==> config.mk <==
export PLATFORM = sky130hd
export DESIGN_NAME = gmac_tx_arbiter
export DESIGN_NICKNAME = d
export VERILOG_FILES = /design/src/rtl/gmac_tx_arbiter.sv
export SDC_FILE = /design/constraint.sdc
export NUM_CORES = 1
export LEC_CHECK = 0
export BUFFER_PORTS_ARGS = -buffer_cell sky130_fd_sc_hd__buf_2
export CAP_MARGIN = 10
export CORE_MARGIN = 10
export CORE_UTILIZATION = 49
export DETAILED_ROUTE_END_ITERATION = 12
export PLACE_DENSITY = 0.7
export SYNTH_ARGS = -nofsm -noshare
export SYNTH_HDL_FRONTEND = slang
export SYNTH_SLANG_ARGS = --single-unit
==> constraint.sdc <==
create_clock -name CLK -period 3.1 [get_ports CLK]
set_input_delay 0 -clock CLK [delete_from_list [all_inputs] [get_ports CLK]]
set_output_delay 0 -clock CLK [all_outputs]
set_load 0.01 [all_outputs]
==> src/rtl/gmac_tx_arbiter.sv <==
// Round-robin arbiter merging NUM_CH byte-stream sources into one registered MAC transmit stream.
// Defining GMAC_ARB_TIMEOUT_EN adds a grant timeout that revokes a grant left waiting for SoF.
module gmac_tx_arbiter #(
   parameter int NUM_CH        = 3,
   parameter int IFG_CYCLES    = 12,
   parameter int MAX_FRAME     = 1518,
   parameter int GRANT_TIMEOUT = 255
) (
   input  logic                  CLK,
   input  logic                  RST_N,
   input  logic [NUM_CH-1:0]     ReqIn,
   input  logic [NUM_CH-1:0]     ValIn,
   input  logic [NUM_CH-1:0]     SoFIn,
   input  logic [NUM_CH-1:0]     EoFIn,
   input  logic [8*NUM_CH-1:0]   DataIn,
   output logic [NUM_CH-1:0]     ReqConfirm,
   output logic                  TX_VAL,
   output logic                  TX_SOF,
   output logic                  TX_EOF,
   output logic                  TX_ERR,
   output logic [7:0]            TX_DATA,
   output logic                  BUSY,
   output logic [1:0]            dbg_state
);
   localparam int CH_W = (NUM_CH > 1) ? $clog2(NUM_CH) : 1;

   typedef enum logic [1:0] {IDLE = 2'd0, GRANT = 2'd1, XFER = 2'd2, GAP = 2'd3} state_t;

   // Handshake: a source owns the output while its ReqConfirm bit is high; every cycle with its
   // ValIn high transfers one byte, with no back-pressure, and appears on TX_* one cycle later.
   state_t            state, state_nxt;
   logic [CH_W-1:0]   grant_idx, grant_idx_nxt;
   logic [CH_W-1:0]   last_grant, last_grant_nxt;
   logic [CH_W-1:0]   rr_idx;
   logic [NUM_CH-1:0] confirm_nxt;
   logic [13:0]       byte_cnt, byte_cnt_nxt, cnt_inc;
   logic [7:0]        gap_cnt, gap_cnt_nxt;
   logic              val_nxt, sof_nxt, eof_nxt, err_nxt;
   logic [7:0]        data_nxt;
   logic              g_req, g_val, g_sof, g_eof, timeout_hit;
   logic [7:0]        g_data;

   function automatic logic [CH_W-1:0] rr_pos(input logic [CH_W-1:0] base, input int k);
      return CH_W'((int'(base) + k) % NUM_CH);
   endfunction

   assign g_req   = ReqIn[grant_idx];
   assign g_val   = ValIn[grant_idx];
   assign g_sof   = SoFIn[grant_idx];
   assign g_eof   = EoFIn[grant_idx];
   assign g_data  = DataIn[{grant_idx, 3'b000} +: 8];
   assign cnt_inc = byte_cnt + 14'd1;

   // Smallest offset from last_grant+1 wins, so the loop overwrites from the far end inward.
   always_comb begin
      rr_idx = last_grant;
      for (int k = NUM_CH; k >= 1; k--) begin
         if (ReqIn[rr_pos(last_grant, k)]) rr_idx = rr_pos(last_grant, k);
      end
   end

`ifdef GMAC_ARB_TIMEOUT_EN
   logic [15:0] to_cnt;

   always_ff @(posedge CLK or negedge RST_N) begin
      if (!RST_N)              to_cnt <= '0;
      else if (state != GRANT) to_cnt <= '0;
      else                     to_cnt <= to_cnt + 16'd1;
   end

   assign timeout_hit = (to_cnt == 16'(GRANT_TIMEOUT - 1));
`else
   assign timeout_hit = 1'b0;
`endif

   always_comb begin
      state_nxt      = state;
      grant_idx_nxt  = grant_idx;
      last_grant_nxt = last_grant;
      confirm_nxt    = ReqConfirm;
      byte_cnt_nxt   = byte_cnt;
      gap_cnt_nxt    = gap_cnt;
      val_nxt        = 1'b0;
      sof_nxt        = 1'b0;
      eof_nxt        = 1'b0;
      err_nxt        = 1'b0;
      data_nxt       = 8'h00;
      case (state)
         IDLE: begin
            if (|ReqIn) begin
               grant_idx_nxt       = rr_idx;
               confirm_nxt         = '0;
               confirm_nxt[rr_idx] = 1'b1;
               state_nxt           = GRANT;
            end
         end
         GRANT: begin
            if (!g_req) begin
               confirm_nxt = '0;
               state_nxt   = IDLE;
            end else if (g_val && g_sof) begin
               val_nxt      = 1'b1;
               sof_nxt      = 1'b1;
               eof_nxt      = g_eof;
               data_nxt     = g_data;
               byte_cnt_nxt = 14'd1;
               if (g_eof) begin
                  confirm_nxt    = '0;
                  last_grant_nxt = grant_idx;
                  gap_cnt_nxt    = 8'd0;
                  state_nxt      = GAP;
               end else begin
                  state_nxt = XFER;
               end
            end else if (timeout_hit) begin
               confirm_nxt    = '0;
               last_grant_nxt = grant_idx;
               state_nxt      = IDLE;
            end
         end
         XFER: begin
            if (g_val) begin
               val_nxt      = 1'b1;
               data_nxt     = g_data;
               byte_cnt_nxt = cnt_inc;
               // A byte reaching the size limit without EoF closes the frame as errored.
               if (g_eof || cnt_inc == 14'(MAX_FRAME)) begin
                  eof_nxt        = 1'b1;
                  err_nxt        = !g_eof;
                  confirm_nxt    = '0;
                  last_grant_nxt = grant_idx;
                  gap_cnt_nxt    = 8'd0;
                  state_nxt      = GAP;
               end
            end
         end
         GAP: begin
            if (gap_cnt == 8'(IFG_CYCLES - 1)) state_nxt   = IDLE;
            else                               gap_cnt_nxt = gap_cnt + 8'd1;
         end
         default: state_nxt = IDLE;
      endcase
   end

   always_ff @(posedge CLK or negedge RST_N) begin
      if (!RST_N) begin
         state      <= IDLE;
         grant_idx  <= '0;
         last_grant <= CH_W'(NUM_CH - 1);
         ReqConfirm <= '0;
         byte_cnt   <= '0;
         gap_cnt    <= '0;
         TX_VAL     <= 1'b0;
         TX_SOF     <= 1'b0;
         TX_EOF     <= 1'b0;
         TX_ERR     <= 1'b0;
         TX_DATA    <= 8'h00;
      end else begin
         state      <= state_nxt;
         grant_idx  <= grant_idx_nxt;
         last_grant <= last_grant_nxt;
         ReqConfirm <= confirm_nxt;
         byte_cnt   <= byte_cnt_nxt;
         gap_cnt    <= gap_cnt_nxt;
         TX_VAL     <= val_nxt;
         TX_SOF     <= sof_nxt;
         TX_EOF     <= eof_nxt;
         TX_ERR     <= err_nxt;
         TX_DATA    <= data_nxt;
      end
   end

   assign BUSY      = (state != IDLE);
   assign dbg_state = state;

endmodule

# Yosys cells after proc, flatten, opt, wreduce, memory -nomap -nowiden
# Index checks and enable logic that the tools add are counted.
# Widths: inputs -> output; s select.
[word_totals]
regBits = 43
inputBits = 38
output_inout_bits = 18
elab_cells = 125
[classes]
add_sub_neg = 5
n_div = 3
magnitude_cmp = 6
eq_ne = 15
n_shift = 1
mux = 68
n_reduce_logical = 16
[op_table]
columns = ["cell", "count"]
rows = [
  ["$mod 32x3->32 const B", 3],
  ["$mux 8", 9],
  ["$mux 14", 3],
  ["$mux 2", 14],
  ["$pmux 14 s2", 1],
  ["$pmux 8 s3", 1],
  ["$shiftx 24x6->8", 1],
  ["$mux 1", 20],
  ["$mux 3", 6],
  ["$ne 2x2->1 const B", 8],
  ["$pmux 8 s2", 1],
  ["$lt 2x3->1 const B", 5],
  ["$add 14x1->14 const B", 1],
  ["$bmux 1 s2", 7],
  ["$eq 14x11->1 const B", 1],
  ["$reduce_and 6->1", 2],
  ["$pmux 3 s3", 1],
  ["$add 8x1->8 const B", 1],
  ["$eq 8x4->1 const B", 1],
  ["$pmux 2 s4", 1],
  ["$reduce_and 7->1", 1],
  ["$add 2x2->3 const B", 2],
  ["$ne 3x3->1 const B", 2],
  ["$reduce_bool 3->1", 2],
  ["other kinds (16)", 20],
]

# Logic depth before layout (Yosys ltp)
[depth]
depth_word = 13
ltp_mapped = 10
mapped_depth_nobuf = 9

# Least setup slack after synthesis
# OpenSTA, ideal clock, no wires.
[synth_path]
kind = "reg2reg"
startpoint = "reg byte_cnt[0]"
endpoint = "reg gap_cnt[6]"
setup_time_ns = 0.092
t_arrival_ns = 2.457
required_time_ns = 3.008
slack_ns = 0.551
path_stages_with_launch = 11
path_buffers = 2
synth_period_minus_slack_ns = 2.549
path_cell_list = "dfrtp_1 ha_1 buf_2 and4_1 nand2_1 o311a_1 or4b_1 a21o_1 or2_0 buf_2 o31ai_2"
[synth_between]
elab_chain_len = 5
[synth_lines]
columns = ["item", "line_no", "text"]
rows = [
  ["start: declaration", "36", "logic [13:0] byte_cnt, byte_cnt_nxt, cnt_inc;"],
  ["start signal: assignment", "163", "byte_cnt <= byte_cnt_nxt;"],
  ["$add 14x1->14", "52", "assign cnt_inc = byte_cnt + 14'd1;"],
  ["$eq 14x11->1", "127", "if (g_eof || cnt_inc == 14'(MAX_FRAME)) begin"],
  ["$logic_or 1x1->1", "127", ""],
  ["$ne 2x2->1 (no source line)", "--", ""],
  ["$reduce_and 7->1 (no source line)", "--", ""],
  ["end signal: assignment", "164", "gap_cnt <= gap_cnt_nxt;"],
  ["end: declaration", "37", "logic [7:0] gap_cnt, gap_cnt_nxt;"],
]
# No other way between the ends.
# A chain may end at the register's enable or synchronous reset.

# Worst setup path in the final report
# Same ends and word-level chain as after synthesis.

==> results.cfg <==
[outcome]
status = finished clean

[setup_path]
r2r_start = byte_cnt[0]
r2r_slack_ns = 0.26
crit_path_top_delay_cell = or4b_1
cp_max_fo = 10
critPathCapture = gap_cnt[6]
startpoint = byte_cnt[0]
critPathRequiredTime_ns = 3.31
cpPeakStageDelay_ns = 0.53
worstSetupPathType = flop to flop
worstPathArrival_ns = 3.04
reg2reg_to = gap_cnt[6]
r2r_cells = 8
cp_cell_sequence = ha_1 -> and4_1 -> nand2_1 -> o311a_1 -> or4b_1 -> a21o_1 -> or2_0 -> o31ai_2
end_kind = flop
cp-start-kind = flop

[pwr]
switchingPower_mw = 0.930
p_sw_share_pct = 38.8
pwr-share-seq_pct = 31.0
leakage_nw = 1.57
vdd_drop_max_mv = 0.381
clockPowerShare_pct = 21.4
comb_power_share_pct = 47.6
p_per_area_nw_per_um2 = 712
p_int_mw = 1.47

[logic_synthesis]
ys_types = 56
synth_top_area_share_pct = 37.3
seq_area_frac_synth_pct = 38.2
ys_top_cells_by_area = dfrtp_1, mux2i_1, nor2_1
syn_area_per_cell_sq_um = 8.59
async_flop_share_pct = 100
synth_fp_nets = 376
yosys_most_used_dff = dfrtp_1
synth_cells = 328
yosys_warnings = 0
synth_edf_count = 0
synth_seq_cells = 43
synth_largest_area_cell = dfrtp_1
synth.cell_area_sq_um = 2820

[clocking]
clkTransAtPathRegs_ns = 0.08
cts.sinks = 43
root_buffer = clkbuf_8
insertion_delay_ns = 0.29
cts_buffers = 5
tritoncts = yes
post_cts_buffers = 0
htreeDepth = 2
clk_path_buf_depth = 2

[detailed_routing]
totalWireLength_mm = 7.06
via_per_inst = 5.59
drt_iter0_drc = 102
antenna_left = 0
num_vias = 2571
drt-pass1-iter-count = 4
wl_per_cell_microns = 15.4
drc_errors = 0

[timing]
period_minus_slack_ns = 2.84
rsz0062_at_grt = no
finalCritPeriodShare_pct = 91.6
clock_skew_ns = 0.00259
setup_viol = 0
tightest_slew_ns = 0.954
slew_violations = 0
relSlewSlack_pct = 36.4
fin_setup_tns_ns = 0
final_hold_viol_count = 0
max_freq_mhz = 352

[layout]
antennaDiodeCount = 0
syn_to_final_growth_pct = 19.5
nNetsFinal = 435
register_area_sq_um = 1080
multi_input_area_sq_um = 1580
drive_gt1_share_pct = 21.1
fin_cells = 460
fill_cells = 482

[global_route]
grt_max_degree = 44
grt_overflow = 0
grt_pass1_wl_mm = 11.7
grt_pass1_vias = 2490
gr-usage-all-layers_pct = 15.6
grt_antenna_before_repair = 0

[place]
place.gp.congestion = 0.862
dp_hpwl_mm = 5.13
place_inst = 443
portBuffers = 55

[worst_hold_path]
min_path_cells = 5
hold_class = primary input to flop

[floorplan]
rows = 27
io_pins = 56
start_util_pct = 50.8
die-area_sq_um = 9180
die_w_microns = 95.8
design.core.area_sq_um = 5540
die_y_microns = 95.8

[flow_run]
cap_violations = 0
-- through the flow --
| step | hold slack [ns] | utilization, % | setup WS (ns) | area [sq um] | power, mW |
|---|---|---|---|---|---|
| 6_report | 0.0712 | 60.7 | 0.261 | 3360 | 2.40 |
| 3_3_place_gp | 0.201 | 56.7 | 0.380 | 3140 | 1.84 |
| 2_1_floorplan | -0.296 | - | 0.551 | 2820 | 1.57 |
| 5_1_grt | 0.0985 | 60.7 | 0.0681 | 3360 | 2.57 |
| 4_1_cts | 0.0730 | 60.7 | 0.272 | 3360 | 2.40 |
| 3_5_place_dp | 0.202 | 56.7 | 0.303 | 3140 | 1.88 |
-- worst max-delay path: cells and delay by family, from the launching register on --
| kind | cells | cell delay (ns) |
|---|---|---|
| simple gates | 4 | 1.19 |
| compound gates | 3 | 0.72 |
| flops | 1 | 0.50 |
| fa+ha+maj | 1 | 0.36 |
-- logic make-up after synthesis --
family / count (synthesis) / share of synthesized area, %
mux: 21 / 7.77
simple gates: 125 / 22.4
buf+inv: 38 / 5.69
fa+ha+maj: 10 / 4.44
flops: 43 / 38.2
xor+xnor: 4 / 1.24
compound gates: 87 / 20.2
-- cells in the final DEF (no fill, tap or decap), drive strengths merged, types with 7 or more instances in the layout --
master and count:
o21ai 29, dfrtp 42, inv 20, nand2 31, nor2 34, nor2b 7
ha 10, buf 61, mux2 7, a21oi 22, mux2i 14, dlygate4sd3 9
nand3 12
-- metal layers --
| metal | vias up | part of all wire [%] | wire [microns] | track usage [%] |
|---|---|---|---|---|
| met4 | 0 | 1.7 | 122 | 4.18 |
| met2 | 43 | 51 | 3620 | 28.6 |
| met3 | 12 | 3.3 | 233 | 2.80 |
| met1 | 1237 | 44 | 3090 | 18.2 |
| li1 | 1279 | - | - | - |
| met5 | - | 0 | 0 | 0 |
-- worst min-delay path by stage --
stage                   start             to  slack [ns]
floorplan               RST_N  ReqConfirm[0]       -0.30
CTS                 DataIn[4]     TX_DATA[4]        0.07
finish              DataIn[4]     TX_DATA[4]        0.07
global placement        RST_N  last_grant[0]        0.20
detailed placement      RST_N  last_grant[0]        0.20
global route        DataIn[4]     TX_DATA[4]         0.1
-- flip-flops by register name, indices dropped and copies added, names as in the netlist, 2 cells and up, named ones only --
signal,count
byte_cnt,14
grant_idx,2
ReqConfirm,3
last_grant,2
gap_cnt,8
TX_DATA,8
-- cell usage after synthesis (2+ instances only) --
cell type  number
a21o_1          2
dfrtp_1        42
o211ai_1        2
o21a_1          2
a31oi_1         2
inv_1          20
o21ai_1         6
o2bb2ai_1       2
nand3b_1        2
and2_1          6
nand4bb_1       2
nand4_1         5
and3b_1         2
o21ai_0        23
or4b_1          2
nor3_1          3
nor2_1         34
o41ai_1         3
mux2_2          7
buf_2           4
ha_1           10
o31ai_1         4
and3_1          5
mux2i_1        14
xor2_1          3
nor3b_1         3
nand2b_1        6
o311a_1         2
a21oi_1        22
o22ai_1         5
nor2b_1         7
nand3_1        12
clkbuf_1       10
nand2_1        31
or3_1           2
-- power groups by stage --
stage	clock, mW	sequential, mW	combinational, mW
floorplan	0	0.742	0.823
global placement	0	0.745	1.10
detailed placement	0	0.750	1.13
CTS	0.525	0.739	1.14
global route	0.549	0.756	1.27
finish	0.513	0.743	1.14
-- area by class of cell --
class / instances / area share, %
repair buffers: 70 / 12.2
clock inverters: 2 / 1.79
well taps: 72 / 2.68
flip-flops and latches: 43 / 32.0
clock buffers: 6 / 2.16
inverters: 20 / 2.23
multi-input cells: 247 / 46.9
-- timing repair --
item                      CTS  global route
resized for setup           0             0
hold buffers                9             0
hold endpoints to repair   50             0
Note: power is estimated with default switching activity, not from simulation.
